$ cat src/rtl/ppu_issue_fifo.sv
// ---------------------------------------------------------------------------
// ppu_issue_fifo
//
// Input issue buffer for the posit processing unit. Host requests (opcode
// plus two N-bit posit operands) arrive over a valid/ready handshake and are
// queued in a DEPTH-entry FIFO. The head is moved into a registered output
// stage that feeds the PPU datapath and ppu_control_unit. The presented
// request is held unchanged while the control unit stalls.
//
// Optional feature macro: PPU_ISSUE_BYPASS_EN
//   When defined, a legal request pushed into an empty FIFO on an unstalled
//   edge is loaded directly into the output register, giving a one-edge
//   push-to-issue latency. When undefined, every request goes through FIFO
//   storage.
//
// Ports
//   clk              : clock, rising edge
//   rst              : synchronous active-high reset
//   in_valid_i       : host request valid
//   in_ready_o       : FIFO can accept (from registered count only)
//   in_op_i          : request opcode (ADD/SUB/MUL/DIV)
//   in_operand1_i    : first posit operand
//   in_operand2_i    : second posit operand
//   stall_i          : stall from ppu_control_unit
//   issue_valid_o    : registered, request presented this cycle
//   issue_op_o       : registered opcode
//   issue_operand1_o : registered first operand
//   issue_operand2_o : registered second operand
//   count_o          : FIFO occupancy, excluding the output register
//   err_o            : sticky, an illegal opcode was received
// ---------------------------------------------------------------------------
module ppu_issue_fifo #(
    parameter int N       = 16,
    parameter int DEPTH   = 4,
    parameter int OP_SIZE = 3
) (
    input  logic                       clk,
    input  logic                       rst,
    input  logic                       in_valid_i,
    output logic                       in_ready_o,
    input  logic [OP_SIZE-1:0]         in_op_i,
    input  logic [N-1:0]               in_operand1_i,
    input  logic [N-1:0]               in_operand2_i,
    input  logic                       stall_i,
    output logic                       issue_valid_o,
    output logic [OP_SIZE-1:0]         issue_op_o,
    output logic [N-1:0]               issue_operand1_o,
    output logic [N-1:0]               issue_operand2_o,
    output logic [$clog2(DEPTH+1)-1:0] count_o,
    output logic                       err_o
);

    localparam int PW = $clog2(DEPTH);
    localparam int CW = $clog2(DEPTH+1);
    localparam int EW = OP_SIZE + 2*N;

    // Shared PPU opcode encoding; every other encoding is illegal.
    localparam logic [OP_SIZE-1:0] OP_ADD = OP_SIZE'(0);
    localparam logic [OP_SIZE-1:0] OP_SUB = OP_SIZE'(1);
    localparam logic [OP_SIZE-1:0] OP_MUL = OP_SIZE'(2);
    localparam logic [OP_SIZE-1:0] OP_DIV = OP_SIZE'(3);

    logic [EW-1:0]      mem_q [DEPTH];
    logic [PW-1:0]      wrPtr_q, wrPtr_d;
    logic [PW-1:0]      rdPtr_q, rdPtr_d;
    logic [CW-1:0]      count_q, count_d;
    logic               valid_q, valid_d;
    logic [OP_SIZE-1:0] op_q, op_d;
    logic [N-1:0]       opnd1_q, opnd1_d;
    logic [N-1:0]       opnd2_q, opnd2_d;
    logic               err_q, err_d;

    logic               pushFire;
    logic               opLegal;
    logic               pushLegal;
    logic               fifoEmpty;
    logic               popFire;
    logic               bypassFire;
    logic               fifoWrite;
    logic [EW-1:0]      headEntry;

    // Ready is a pure function of the registered count, so neither the host
    // valid nor the stall can reach it combinationally.
    assign in_ready_o = (count_q != CW'(DEPTH));

    // Handshake qualification. Illegal opcodes still complete the handshake
    // so the host never deadlocks on a bad request; they are simply dropped.
    always_comb begin
        pushFire  = in_valid_i && in_ready_o;
        opLegal   = (in_op_i == OP_ADD) || (in_op_i == OP_SUB) ||
                    (in_op_i == OP_MUL) || (in_op_i == OP_DIV);
        pushLegal = pushFire && opLegal;
        fifoEmpty = (count_q == '0);
        popFire   = !stall_i && !fifoEmpty;
`ifdef PPU_ISSUE_BYPASS_EN
        bypassFire = pushLegal && fifoEmpty && !stall_i;
`else
        bypassFire = 1'b0;
`endif
        fifoWrite = pushLegal && !bypassFire;
        headEntry = mem_q[rdPtr_q];
    end

    // Next-state for pointers, occupancy, the output stage and the sticky
    // error flag. Full/empty come from the count, never from comparing
    // pointers. The output stage only moves when not stalled; with nothing
    // to issue it drops valid but keeps the last op/operands.
    always_comb begin
        wrPtr_d = wrPtr_q;
        rdPtr_d = rdPtr_q;
        valid_d = valid_q;
        op_d    = op_q;
        opnd1_d = opnd1_q;
        opnd2_d = opnd2_q;
        err_d   = err_q || (pushFire && !opLegal);
        count_d = count_q + CW'(fifoWrite) - CW'(popFire);

        if (fifoWrite) begin
            wrPtr_d = wrPtr_q + PW'(1);
        end

        if (!stall_i) begin
            if (popFire) begin
                rdPtr_d = rdPtr_q + PW'(1);
                valid_d = 1'b1;
                op_d    = headEntry[EW-1 -: OP_SIZE];
                opnd1_d = headEntry[2*N-1 -: N];
                opnd2_d = headEntry[N-1:0];
            end else if (bypassFire) begin
                valid_d = 1'b1;
                op_d    = in_op_i;
                opnd1_d = in_operand1_i;
                opnd2_d = in_operand2_i;
            end else begin
                valid_d = 1'b0;
            end
        end
    end

    // Control and output registers. Reset discards everything queued or
    // presented by clearing count and valid.
    always_ff @(posedge clk) begin
        if (rst) begin
            wrPtr_q <= '0;
            rdPtr_q <= '0;
            count_q <= '0;
            valid_q <= 1'b0;
            op_q    <= '0;
            opnd1_q <= '0;
            opnd2_q <= '0;
            err_q   <= 1'b0;
        end else begin
            wrPtr_q <= wrPtr_d;
            rdPtr_q <= rdPtr_d;
            count_q <= count_d;
            valid_q <= valid_d;
            op_q    <= op_d;
            opnd1_q <= opnd1_d;
            opnd2_q <= opnd2_d;
            err_q   <= err_d;
        end
    end

    // Entry storage needs no reset: an entry is only ever read after it has
    // been written, as guarded by the count.
    always_ff @(posedge clk) begin
        if (fifoWrite) begin
            mem_q[wrPtr_q] <= {in_op_i, in_operand1_i, in_operand2_i};
        end
    end

    assign issue_valid_o    = valid_q;
    assign issue_op_o       = op_q;
    assign issue_operand1_o = opnd1_q;
    assign issue_operand2_o = opnd2_q;
    assign count_o          = count_q;
    assign err_o            = err_q;

endmodule

$ cat config.mk
export PLATFORM = sky130hd
export DESIGN_NAME = ppu_issue_fifo
export DESIGN_NICKNAME = d
export VERILOG_FILES = /design/src/rtl/ppu_issue_fifo.sv
export SDC_FILE = /design/constraint.sdc
export NUM_CORES = 1
export LEC_CHECK = 0
export CAP_MARGIN = 20
export CELL_PAD_IN_SITES_DETAIL_PLACEMENT = 0
export CELL_PAD_IN_SITES_GLOBAL_PLACEMENT = 2
export CORE_MARGIN = 4
export CORE_UTILIZATION = 30
export CTS_CLUSTER_DIAMETER = 40
export CTS_CLUSTER_SIZE = 28
export DETAILED_ROUTE_END_ITERATION = 16
export PLACE_DENSITY_LB_ADDON = 0.1
export SYNTH_ARGS = -nofsm -noshare
export SYNTH_HDL_FRONTEND = slang
export SYNTH_SLANG_ARGS = --single-unit
$ cat constraint.sdc
create_clock -name clk -period 4.45 [get_ports clk]
set_input_delay 0.89 -clock clk [delete_from_list [all_inputs] [get_ports clk]]
set_output_delay 0.89 -clock clk [all_outputs]
set_load 0.1 [all_outputs]
[Yosys cells after proc, flatten, opt, wreduce, memory -nomap -nowiden]
Memory sizes are Yosys's and may differ from the RTL's. A register that Yosys moved wholly into a read port is not among the register bits.
Cells that the tools add are included.
Storage, ports and cells
  register bits: 9
  bits in writable memories: 140
  input port bits: 39
  output and inout port bits: 41
  logic and storage cells: 32
  memories kept: 1
Operators by class
  add/subtract/negate cells: 4
  equal/unequal tests: 4
  mux-type cells: 3
  bitwise logic cells: 1
  reduce and logical (&&, ||, !) cells: 14
Memories
  mem_q: words 4, bits a word 35, rd ports 1, clocked after memory_dff 1, write ports 1, line 63  | logic [EW-1:0] mem_q [DEPTH];
Operators by type and width (number)
  3-bit by 2-bit == test with 1-bit output, second input constant: 2
  3-bit logical NOT: 2
  2-bit by 1-bit adder with 2-bit output, second input constant: 2
  1-bit logical AND: 4
  1-bit logical OR: 4
  3-bit by 1-bit adder with 3-bit output: 1
  3-bit by 1-bit == test with 1-bit output, second input constant: 1
  1-bit logical NOT: 3
  1-bit two-way mux: 3
  3-bit inequality test, second input constant: 1
  3-bit by 1-bit subtractor with 3-bit output: 1
  2-bit AND reduction: 1
  1-bit NOT: 1

[Logic depth before layout (Yosys ltp)]
  depth in word-level cells: 7
  mapped depth: 11
  depth with buffers taken out: 11

[Least setup slack after synthesis]
No wires, ideal clock.
  path type: flip-flop to flip-flop
  start point: reg count_q[2] (netlist: count_o[2])
  end point: reg count_q[2] (netlist: count_o[2])
  library setup time: 0.078 ns
  arrival: 2.897 ns
  data required time: 4.372 ns
  path slack: 1.475 ns
  cell stages (with the launch flop): 12
  path buffers: 0
  period minus slack after synthesis: 2.975 ns
  path through: dfxtp_1 nor3b_1 nor2_1 inv_1 ha_1 inv_1 ha_1 inv_1 fa_1 xor2_1 and2_2 nor3_1
On the way
  word-level cells in the longest chain between the ends: 5
  elaborated cells on any way between the ends: 8
  those cells by class: 2 x add/sub; 1 x eq/ne; 5 x reduce/logical
Ends and longest elaborated chain
  start, declared: line 66  | logic [CW-1:0] count_q, count_d;
  start signal, assigned: line 155  | count_q <= count_d;
  3-bit inequality test: line 84  | assign in_ready_o = (count_q != CW'(DEPTH));
  1-bit logical AND: line 89  | pushFire = in_valid_i && in_ready_o;
  1-bit logical AND: line 92  | pushLegal = pushFire && opLegal;
  3-bit by 1-bit adder with 3-bit output: line 116  | count_d = count_q + CW'(fifoWrite) - CW'(popFire);
  3-bit by 1-bit subtractor with 3-bit output (*): line 116
Every way passes the cells marked *; elsewhere a longest branch is shown, timed or not.
A chain may end at the register's enable or synchronous reset.

[Final worst setup path]
  start point: reg count_q[2] (netlist: count_o[2])
  end point: out in_ready_o
On the way
  word-level cells in the longest chain between the ends: 1
Ends and longest elaborated chain
  3-bit inequality test: line 84
  end, declared: line 40  | output logic in_ready_o,
No other way between the ends.

==> results list <==
* Global-route usage over all layers: 11.5%
- CTS tree: yes
- Across the run, the number of max-cap violations was 0.
- Yosys synthesis warning count: 0
- Leak: 2.73 nW
- For this run, design rule violations remaining after detail routing come to 0.
- Maximum achievable frequency: 303 MHz
- Along the worst path, the maximum fanout reaches 5.
- Pre-antenna DRT Iters: 4
- The share of synthesized area in the top cell type comes to between 60% and 70%.
- Summed over all instances, the cell type with the most area after synthesis is sky130_fd_sc_hd__edfxtp_1.
- Sort of element at the end of the critical path: output port
- The detailed router placed roughly 3.2k vias in this run.
- Number of placed cells counting well taps: 671
- Asr flop ratio synth: 0%
* Cell-internal power: 0.00333 W
* Share of total power consumed by net switching: 35.1%
- Pin placement for this block handled 80 I/O pins.
- Counting every net in the synthesized netlist gives 364.
* Sum of negative setup slack: 0 ns
* Minimum clock period: 3.30 ns
- Leaving out fill and tap cells, the most frequent cell in the layout is sky130_fd_sc_hd__edfxtp_1.
* Filler cell count in the final layout: 1,986
* Share of final-layout standard cells stronger than drive strength 1: 25.9%
- Dividing the detail-routed wire length by the instance count gives roughly 19 um.
* Class of the tightest hold or removal check: reg -> reg
- The repair_antennas step left the layout with diodes totalling 0.
- Synth-to-layout area growth: 26.1%
* Post-layout net count: 457
- Counting flops with a built-in enable in the synthesized netlist gives 140.
- Core ar.: 21,800 sq um
- Post-CTS repair changed the size of 0 cells.
- By area the synthesized netlist is led by sky130_fd_sc_hd__edfxtp_1 63%, sky130_fd_sc_hd__dfxtp_1 13%, sky130_fd_sc_hd__mux4_2 12%.
- The die covers roughly 25,000 sq um.
- The H-tree was split into 4 levels.
* Worst slew slack as a fraction of its limit: 34.4%
- Counting cells, the worst reg-to-reg path comes to 11.
- The initial utilization of the core area, before any placement, comes to 30.5%.
* Post-CTS Setup Inserts: 0
- Maximum vdd drop: 0.000421 V
- The routed design has 13,200 um of wire.
* Total congestion overflow: 0
- Num Clock Sinks: about 180
* Maximum clock skew at final layout: 0.00968 ns
- In this run, the clock network consumes 28.7% of the power.
- After clock tree synthesis, the clock-pin slew on the worst setup and hold paths is 0.06 ns.
- Among all flip-flop cells after synthesis, the most frequent one is sky130_fd_sc_hd__edfxtp_1.
- In this run the deepest clock path goes through 2 buffers.
* Worst-skew pair later-pin latency: 0.42 ns
* Sequential Power Share: between 40% and 50%
- Slowest library cell on the worst path: sky130_fd_sc_hd__clkdlybuf4s50_1
- After synthesis the cells add up to 6650 sq um.
- The worst register-to-register path begins at count_o[2]$_SDFF_PP0_.
* Wire length of the first global-routing pass: approximately 21,000 um
- Power per cell area: 612 nW/um^2
* Unrepaired setup endpoints after global routing: false
- The via count of the first global-routing pass came to 3,495.
* Number of clock buffers inserted by TritonCTS: 17
- Register-to-Register Setup Slack: 1.91 ns
- Dividing the detail-routed via count by the number of cells gives 4.61.
- Cell chain of the critical path: nor3b_1 > inv_1 > clkdlybuf4s50_1
- In this run the most critical hold path is launched from issue_valid_o$_SDFFE_PP0N_.
- Arrival time worst endpoint: 2.41 ns
- The setup path with the least slack is of type reg -> out.
- Ratio of final minimum period to clock period: 74.1%
- Capturing point of the worst reg2reg path: count_o[2]$_SDFF_PP0_
- The number of different library cells used by synthesis comes to 33.
- Leading cell types in the layout, fill and taps excluded: 140 x sky130_fd_sc_hd__edfxtp_1, 79 x sky130_fd_sc_hd__clkdlybuf4s50_1, 42 x sky130_fd_sc_hd__dfxtp_1
* Switching power: 0.00180 W
- Counting every instance in the synthesized netlist gives ~320.
- Routability congestion estimate: 0.685
* Critical path required time: 3.56 ns
- The worst hold path was traced through 2 stages.
- For this design, the CTS-stage hold fixing added 0 buffers.
- Synthesized flop and latch total: 184
* Initial antenna violation count: 0
- Fin. max-slew vios: 0
- Measured along the y axis, the die boundary spans approximately 160 um.
- Total Power: 0.00514 W
- The floorplan has 54 rows.
* Endpoint, Worst Hold: issue_valid_o$_SDFFE_PP0N_
- Combinational cells account for 29.1% of the total power.
- Kind of launch point of the worst setup path: flip-flop
* Mapped Avg Cell Area: 20.9 sq um
- From left edge to right edge, the die measures 157 um.
- Setup violations remaining at the end of the flow were counted as 0.
- Cell at the root of the clock tree: sky130_fd_sc_hd__clkbuf_16
- The final hold violation count came to 0.
- Count of non-filler cells in the finished layout: 704
* Pin count of the biggest net entering global routing: 40
- 1st-iter DRT viols: 155
- Sequential fraction of the synthesis area: 76.4%
- Hpwl dp: 8290 um
- Remaining antenna violation count: 0
- Port Buf Inserts: 79
- In this run the worst setup path begins at count_o[2]$_SDFF_PP0_.
- For the pin with the worst max-slew slack, the measured transition is 0.980 ns.
* Delay contributed by the slowest stage of the critical path: 0.99 ns
- Status: completed
## final cells by class
| cell class | count | area, sq um | area share [%] |
|---|---|---|---|
| Sequential cell | 184 | 5090 | 60.7 |
| Multi-Input combinational cell | 110 | 1450 | 17.2 |
| Timing Repair Buffer | 89 | 891 | 10.6 |
| Clock buffer | 20 | 437 | 5.21 |
| Tap cell | 280 | 350 | 4.18 |
| Clock inverter | 12 | 143 | 1.70 |
| Inverter | 9 | 33.8 | 0.403 |
## per-stage QoR
step           util, %  cell area [sq um]  worst slack [ns]  hold slack [ns]
6_report          38.4               8390              1.15            0.474
5_1_grt           38.4               8390             0.988            0.497
4_1_cts           38.4               8370              1.10            0.476
3_5_place_dp      35.7               7790              1.05            0.459
3_3_place_gp      35.7               7790              1.09            0.460
2_1_floorplan        -               6650              1.47            0.492
## cell usage after synthesis, types with 2 or more instances
cell and number:
sky130_fd_sc_hd__and2_1 4, sky130_fd_sc_hd__a22o_2 24, sky130_fd_sc_hd__a22o_1 11, sky130_fd_sc_hd__buf_6 5, sky130_fd_sc_hd__a21oi_1 3, sky130_fd_sc_hd__o21ai_0 2
sky130_fd_sc_hd__buf_2 3, sky130_fd_sc_hd__or3_1 2, sky130_fd_sc_hd__nor3_1 2, sky130_fd_sc_hd__inv_1 9, sky130_fd_sc_hd__nor2_1 5, sky130_fd_sc_hd__ha_1 6
sky130_fd_sc_hd__dfxtp_1 44, sky130_fd_sc_hd__clkbuf_1 5, sky130_fd_sc_hd__mux4_2 35, sky130_fd_sc_hd__nand2_1 2, sky130_fd_sc_hd__edfxtp_1 140
## kinds of logic (layout without fill, tap and decap cells)
family	count (synthesis)	after routing	synth area share, %
buffers and inverters	24	130	2.03
DFF	184	184	76.4
adders and majority gates	7	7	1.43
and+or+nand+nor	22	22	1.99
xor gates and xnor gates	1	1	0.132
AOI/OAI and AO/OA	45	45	6.15
muxes	35	35	11.8
## layer usage
metal / share of wire (%) / vias up / track usage (%)
met5: 0 / - / 0
met4: 1.5 / 0 / 3.72
met3: 4.1 / 16 / 3.66
met2: 48 / 62 / 17.9
met1: 46 / 1686 / 15.3
li1: - / 1483 / -
## power by group through the flow
stage               Combinational [W]  Clock (W)  Sequential, W
floorplan                    0.000512          0        0.00282
global placement              0.00150          0        0.00223
detailed placement            0.00149          0        0.00223
CTS                           0.00150    0.00152        0.00219
global route                  0.00156    0.00160        0.00221
finish                        0.00149    0.00147        0.00217
## worst max-delay path: cells and delay by family (launching register included)
kind	cells	cell delay, ns
buffers and inverters	2	1.10
AND/OR/NAND/NOR	1	0.45
flip-flops	1	0.43
## worst max path at each step
stage / end / slack [ns] / cells past startpoint
after floorplan: count_o[2]$_SDFF_PP0_ / 1.47 / 11
after global placement: count_o[2]$_SDFF_PP0_ / 1.09 / 12
after detailed placement: count_o[2]$_SDFF_PP0_ / 1.05 / 12
after CTS: in_ready_o / 1.10 / 3
after global routing: in_ready_o / 0.99 / 3
final: in_ready_o / 1.15 / 3
## state kept, by name, summed over array words and instances, names as in the netlist
register / cells
rdPtr_q: 2
issue_operand2_o: 16
count_o: 3
err_o: 1
issue_op_o: 3
mem_q: 140
issue_operand1_o: 16
issue_valid_o: 1
wrPtr_q: 2
No activity file was read; power rests on OpenSTA's default activity.
